==> src/rtl/hazard_stall.sv <==
// Pipeline hazard detection: stalls IF/ID on load-use and branch operand hazards,
// squashes IF/ID on taken branches, and counts stall and flush cycles.
module hazard_stall (
  input  logic        clock,
  input  logic        reset,
  input  logic [4:0]  registerRsID,
  input  logic [4:0]  registerRtID,
  input  logic        branchID,
  input  logic        branchTaken,
  input  logic [4:0]  registerRdEX,
  input  logic        regWriteEX,
  input  logic        memReadEX,
  input  logic [4:0]  registerRdMEM,
  input  logic        memReadMEM,
  output logic        pcWrite,
  output logic        ifIdWrite,
  output logic        idExFlush,
  output logic        ifIdFlush,
  output logic [15:0] stallCount,
  output logic [15:0] flushCount
);

  typedef enum logic {IDLE, HOLD} state_t;

  state_t      state_q, state_d;
  logic [15:0] stallCount_q, stallCount_d;
  logic [15:0] flushCount_q, flushCount_d;

  logic matchEX, matchMEM;
  logic loadUse, aluBranch, loadBranchEX, loadBranchMEM;
  logic stall, flush;

  // Register 0 is hardwired to zero in the register file, so it never forwards a hazard.
  assign matchEX  = (registerRdEX != 5'd0) &&
                    ((registerRdEX == registerRsID) || (registerRdEX == registerRtID));
  assign matchMEM = (registerRdMEM != 5'd0) &&
                    ((registerRdMEM == registerRsID) || (registerRdMEM == registerRtID));

  assign loadUse       = memReadEX && matchEX;
  assign aluBranch     = branchID && regWriteEX && !memReadEX && matchEX;
  assign loadBranchEX  = branchID && memReadEX && matchEX;
  assign loadBranchMEM = branchID && memReadMEM && matchMEM;

  always_comb begin
    stall   = 1'b0;
    flush   = 1'b0;
    state_d = IDLE;
    if (!reset) begin
      if (state_q == HOLD) begin
        stall = 1'b1;
      end else begin
        stall = loadUse || aluBranch || loadBranchEX || loadBranchMEM;
        if (loadBranchEX) state_d = HOLD;
      end
      // A stalled branch re-evaluates next cycle, so it must not squash the fetch yet.
      flush = branchID && branchTaken && !stall;
    end
  end

  always_comb begin
    stallCount_d = stallCount_q;
    flushCount_d = flushCount_q;
    if (stall && (stallCount_q != 16'hFFFF)) stallCount_d = stallCount_q + 16'd1;
    if (flush && (flushCount_q != 16'hFFFF)) flushCount_d = flushCount_q + 16'd1;
  end

  always_ff @(posedge clock) begin
    if (reset) begin
      state_q      <= IDLE;
      stallCount_q <= 16'd0;
      flushCount_q <= 16'd0;
    end else begin
      state_q      <= state_d;
      stallCount_q <= stallCount_d;
      flushCount_q <= flushCount_d;
    end
  end

  assign pcWrite    = !stall;
  assign ifIdWrite  = !stall;
  assign idExFlush  = stall;
  assign ifIdFlush  = flush;
  assign stallCount = stallCount_q;
  assign flushCount = flushCount_q;

endmodule

==> config.mk <==
export PLATFORM = sky130hd
export DESIGN_NAME = hazard_stall
export DESIGN_NICKNAME = d
export VERILOG_FILES = /design/src/rtl/hazard_stall.sv
export SDC_FILE = /design/constraint.sdc
export NUM_CORES = 1
export LEC_CHECK = 0
export CAP_MARGIN = 20
export CORE_MARGIN = 3
export CORE_UTILIZATION = 47
export DETAILED_ROUTE_END_ITERATION = 10
export PLACE_DENSITY_LB_ADDON = 0.3
export SLEW_MARGIN = 0
export SYNTH_ARGS = -nofsm -noshare
export SYNTH_HDL_FRONTEND = slang
export SYNTH_SLANG_ARGS = --single-unit
==> constraint.sdc <==
create_clock -name clock -period 8.1 [get_ports clock]
set_clock_uncertainty 0.05 [all_clocks]
set_input_delay 2.025 -clock clock [delete_from_list [all_inputs] [get_ports clock]]
set_output_delay 2.025 -clock clock [all_outputs]
set_load 0.1 [all_outputs]
==> flow_summary.json, run 1 <==
{
  "drc_errors": 0,
  "crit_path_start_kind": "input port",
  "synth_cell_types": 45,
  "maxCapViolCount": 0,
  "final_common_cell": "clkdlybuf4s50_1",
  "first_pass_iters": 4,
  "hold-worst-slack_ns": 0.4524,
  "synth-edff-count": 0,
  "crit_buf_inv": 3,
  "row_count": 22,
  "grt-ovfl-total": 0,
  "finalCriticalPeriod_ns": 6.563,
  "crit_path_max_incr_delay_ns": 0.49,
  "cp_top_family": "buffers and inverters",
  "ir_drop_mv": 0.1066,
  "timing.slew.headroom": 0.3370,
  "setup_viol": 0,
  "cts_tree": "done",
  "cts-resized-gates": 0,
  "rsz0062_at_grt": "no",
  "final_area_um2": 2725,
  "antenna_found_initial": 0,
  "grt_pass1_wl_um": 8107,
  "first_global_vias": 1741,
  "finalNetCount": 317,
  "num-fill-cells": 320,
  "status": "complete, no violations",
  "fin_crit_sh": 0.8103,
  "timing.setup.tns_ns": 0,
  "grt_max_degree": 35,
  "clk_latency_ns": 0.29,
  "multiInputGateArea_um2": 1266,
  "cts_buffer_depth": 2,
  "die_height_um": 70.84,
  "synth-main-ff-cell": "dfxtp_1",
  "synth.ff_latch_count": 33,
  "report.final.hold_viol_count": 0,
  "post_cts_buffers": 0,
  "yosysWarnings": 0,
  "dpl.hpwl_um": 3508,
  "place_area_um2": 2609,
  "crit_type": "in -> out",
  "vias": 1870,
  "critPathRequiredTime_ns": 6.03,
  "first_iter_violations": 97,
  "layout-drive-gt1-share": 0.09343,
  "synth_area_um2": 1976,
  "async_flop_share": 0,
  "coreArea_um2": 3854,
  "fmax_mhz": 152.4,
  "ant_nets": 0,
  "num_io_pins": 63,
  "wl_per_cell_um": 14.16,
  "dieArea_um2": 5018,
  "num_antenna_cells": 0,
  "crit_chain": "clkdlybuf4s50_1 > xor2_1 > nor3_1 > a32oi_1 > o32ai_4 > or2_1 > nand2b_1 > inv_1 > buf_4",
  "p_leak_nw": 1.059,
  "syn_to_final_growth_pct": 37.94,
  "cts_root_buf": "clkbuf_8",
  "syn_avg_cell_area_um2": 8.665,
  "htree_levels": 2,
  "cp.arrival_ns": 4.49,
  "postCtsHoldBufs": 0,
  "power_density_nw_per_um2": 140.3,
  "port_buffers": 62,
  "syn_nets": 257,
  "yosysSeqAreaShare": 0.3344,
  "dieWidth_um": 70.84,
  "crit_path_top_delay_cell": "o32ai_4",
  "viasPerCell": 5.549,
  "finalWeightedCongestion": 0.8348,
  "slew_viol_final": 0,
  "clk_pin_slew_ns": 0.07,
  "crit_path_end_kind": "output pin",
  "area.sequential_um2": 660.6,
  "min_path_type": "reg -> reg",
  "start_util": 0.5127,
  "synth_cells": 228,
  "cts.sinks": 33,
  "final_cell_mix": "clkdlybuf4s50_1, dfxtp_1, nor2_1, xor2_1, nand3_1",
  "crit_fanout": 12,
  "fin_util": 0.7071,
  "cts_buffers": 5,
  "wl_um": 4773,
  "globalRouteTotalUtil": 0.1976,
  "tightestPinTransition_ns": 0.9914,
  "total_power_mw": 0.3823
}
## report_power, final
group          switching [mW]  leakage [nW]  internal, mW
combinational          0.0325         0.735        0.0234
sequential            0.00145         0.266         0.163
clock                  0.0616        0.0585         0.100
total                  0.0955          1.06         0.287
## worst min-delay path, stage by stage, from the launching register on
cell	delay [ns]
dfxtp_1	0.33
o31ai_1	0.07
a21oi_1	0.06
## per-layer routing
| layer | track usage | wire length [um] | up-vias |
|---|---|---|---|
| met2 | 0.3110 | 2286 | 58 |
| met3 | 0.05114 | 260 | 12 |
| li1 | - | - | 942 |
| met1 | 0.2563 | 2130 | 858 |
| met5 | 0 | 0 | - |
| met4 | 0.08351 | 95 | 0 |
## cells by family (layout without fill, tap and decap cells)
group / count (synthesis) / count (layout) / share of synthesized area
AOI/OAI and AO/OA: 26 / 26 / 0.1058
buffers and inverters: 11 / 72 / 0.02470
xor gates and xnor gates: 28 / 28 / 0.1241
muxes: 15 / 15 / 0.08169
adders and majority gates: 2 / 2 / 0.01266
DFF: 33 / 33 / 0.3344
and+or+nand+nor: 113 / 113 / 0.3167
## through the flow
stage	setup WS, ns	instances
2_1_floorplan	1.251	228
3_3_place_gp	1.645	329
3_5_place_dp	1.558	329
4_1_cts	1.545	337
5_1_grt	1.349	337
6_report	1.537	337
## layout make-up
class,instances,area share
clock buffers,7,0.03168
clock inverters,1,0.01102
inverters,1,0.001377
multi-input cells,184,0.4646
flip-flops and latches,33,0.2424
well taps,48,0.02204
repair buffers,63,0.2268
## worst paths after layout
kind,cells past startpoint,from,slack [ns],end
worst min-delay path,2,stallCount[8],0.45,stallCount[8]
worst max register to register,7,flushCount[7],5.61,flushCount[15]
worst min register to register,2,stallCount[8],0.45,stallCount[8]
worst max-delay path,9,registerRdEX[1],1.54,idExFlush
## synthesized netlist by cell type, types with 2 or more instances
master,instances,area [um^2]
o21ai_0,3,15.01
nor3_1,7,35.03
nand2b_1,3,18.77
nand3_1,15,75.07
o211ai_1,2,15.01
o31ai_1,3,22.52
and3_1,7,43.79
and3_2,2,15.01
xor2_1,24,210.2
or4_1,4,30.03
and4_4,2,22.52
nor4_1,5,31.28
nor2_1,25,93.84
clkbuf_1,6,22.52
a21oi_1,9,45.04
mux2i_1,6,60.06
dfxtp_1,33,660.6
mux2_2,4,45.04
xnor2_1,4,35.03
nand2_1,14,52.55
nor2b_1,12,75.07
nand4_1,4,25.02
or3_1,3,18.77
ha_1,2,25.02
mux2_1,5,56.30
buf_2,3,15.01
or2b_1,3,22.52
## registers in the layout, summed over array words and instances (netlist names)
register    flops
state_q         1
flushCount     16
stallCount     16
No activity file was read; power rests on OpenSTA's default activity.
==> inputs of run 2 (changes only) <==
--- a/config.mk
+++ b/config.mk
@@ -7,7 +7,7 @@
 export LEC_CHECK = 0
 export CAP_MARGIN = 20
 export CORE_MARGIN = 3
-export CORE_UTILIZATION = 47
+export CORE_UTILIZATION = 46
 export DETAILED_ROUTE_END_ITERATION = 10
 export PLACE_DENSITY_LB_ADDON = 0.3
 export SLEW_MARGIN = 0
==> constraint.sdc (replaced) <==
create_clock -name clock -period 6.23 [get_ports clock]
set_clock_uncertainty 0.05 [all_clocks]
set_input_delay 1.5575 -clock clock [delete_from_list [all_inputs] [get_ports clock]]
set_output_delay 1.5575 -clock clock [all_outputs]
set_load 0.1 [all_outputs]
==> flow_summary.json, run 2 (synthesis gave the netlist of run 1 again) <==
{
  "port_buffers": 62,
  "timing.setup.tns_ns": 0,
  "gr-usage-met1": 0.2548,
  "report.final.hold_viol_count": 0,
  "cts_buffer_depth": 2,
  "cts_root_buf": "clkbuf_8",
  "vias": 1843,
  "row_count": 23,
  "num_antenna_cells": 0,
  "wl_per_cell_um": 14.00,
  "total_power_mw": 0.4523,
  "final_common_cell": "clkdlybuf4s50_1",
  "critPathRequiredTime_ns": 4.62,
  "r2r_end": "flushCount[15]",
  "place_ws_ns": 0.5879,
  "critPathLaunch": "registerRdEX[1]",
  "p_leak_nw": 1.063,
  "grt-ovfl-total": 0,
  "first_pass_iters": 4,
  "finalCriticalPeriod_ns": 5.626,
  "cts_tree": "done",
  "grt_use_met3": 0.04488,
  "grt_pass1_wl_um": 8245,
  "slew_viol_final": 0,
  "coreArea_um2": 4058,
  "maxCapViolCount": 0,
  "final_cell_mix": "clkdlybuf4s50_1, dfxtp_1, nor2_1, xor2_1, nand3_1",
  "timing.rr.start": "flushCount[5]",
  "first_global_vias": 1828,
  "hold-worst-slack_ns": 0.4585,
  "globalRouteTotalUtil": 0.1970,
  "post_cts_buffers": 0,
  "rrSetupSlack_ns": 3.77,
  "dieWidth_um": 71.54,
  "num-fill-cells": 358,
  "htree_levels": 2,
  "crit_fanout": 12,
  "crit_path_end_kind": "output pin",
  "dpl.hpwl_um": 3498,
  "num_io_pins": 63,
  "timing.slew.headroom": 0.3357,
  "grt.busiest_layer": "met2",
  "drc_errors": 0,
  "final_area_um2": 2748,
  "cts_buffers": 5,
  "hp-start": "flushCount[6]",
  "ir_drop_mv": 0.1259,
  "fin_crit_sh": 0.9030,
  "min_to": "flushCount[6]",
  "antenna_found_initial": 0,
  "start_util": 0.4869,
  "layout-drive-gt1-share": 0.09689,
  "power_density_nw_per_um2": 164.6,
  "wl_um": 4746,
  "cts.sinks": 33,
  "rsz0062_at_grt": "no",
  "gr-usage-met2": 0.3316,
  "syn_to_final_growth_pct": 39.08,
  "viasPerCell": 5.437,
  "postCtsHoldBufs": 0,
  "crit_path_start_kind": "input port",
  "fmax_mhz": 177.7,
  "crit_type": "in -> out",
  "status": "complete, no violations",
  "dieArea_um2": 5117,
  "first_iter_violations": 50,
  "min_path_type": "reg -> reg",
  "cp.arrival_ns": 4.02,
  "clk_pin_slew_ns": 0.07,
  "reg2reg_depth": 7,
  "cts-resized-gates": 0,
  "setup_slack_ns": 0.6040,
  "finalWeightedCongestion": 0.7944,
  "grt_max_degree": 31,
  "clk_latency_ns": 0.30,
  "finalNetCount": 317,
  "place_area_um2": 2661,
  "setup_viol": 0,
  "die_height_um": 71.54,
  "ant_nets": 0,
  "min_delay_path_depth": 1,
  "tightestPinTransition_ns": 0.9933
}
-- run 2: final cells by class --
| cell class | instances | area [um^2] | area share |
|---|---|---|---|
| multi-input cells | 184 | 1266 | 0.4608 |
| repair buffers | 63 | 668.1 | 0.2432 |
| flip-flops and latches | 33 | 660.6 | 0.2404 |
| clock buffers | 5 | 68.82 | 0.02505 |
| well taps | 50 | 62.56 | 0.02277 |
| clock inverters | 3 | 17.52 | 0.006375 |
| inverters | 1 | 3.754 | 0.001366 |
-- run 2: metrics by stage --
stage               cells  utilization
CTS                   339       0.6772
global route          339       0.6772
global placement      331       0.6559
finish                339       0.6772
detailed placement    331       0.6559
floorplan             228            -
-- run 2: worst max path at each step --
stage	end
2_1_floorplan	idExFlush
3_3_place_gp	idExFlush
3_5_place_dp	idExFlush
4_1_cts	idExFlush
5_1_grt	idExFlush
6_report	idExFlush
-- run 2: per-layer routing --
layer	vias up	share of wire
met1	860	0.46
met4	0	0.013
met5	-	0
li1	934	-
met3	8	0.047
met2	41	0.48
-- run 2: report_power, final --
group,internal (mW),switching [mW]
Clock,0.0771,0.0851
Combinational,0.0330,0.0433
Sequential,0.212,0.00188
-- run 2: critical path, cell delays in order --
cell and delay (ns):
clkdlybuf4s50_1 0.46, xor2_1 0.18, nor3_1 0.23, a32oi_1 0.14, o32ai_4 0.47, or2_1 0.39, nand2b_1 0.25, inv_1 0.15
buf_12 0.18
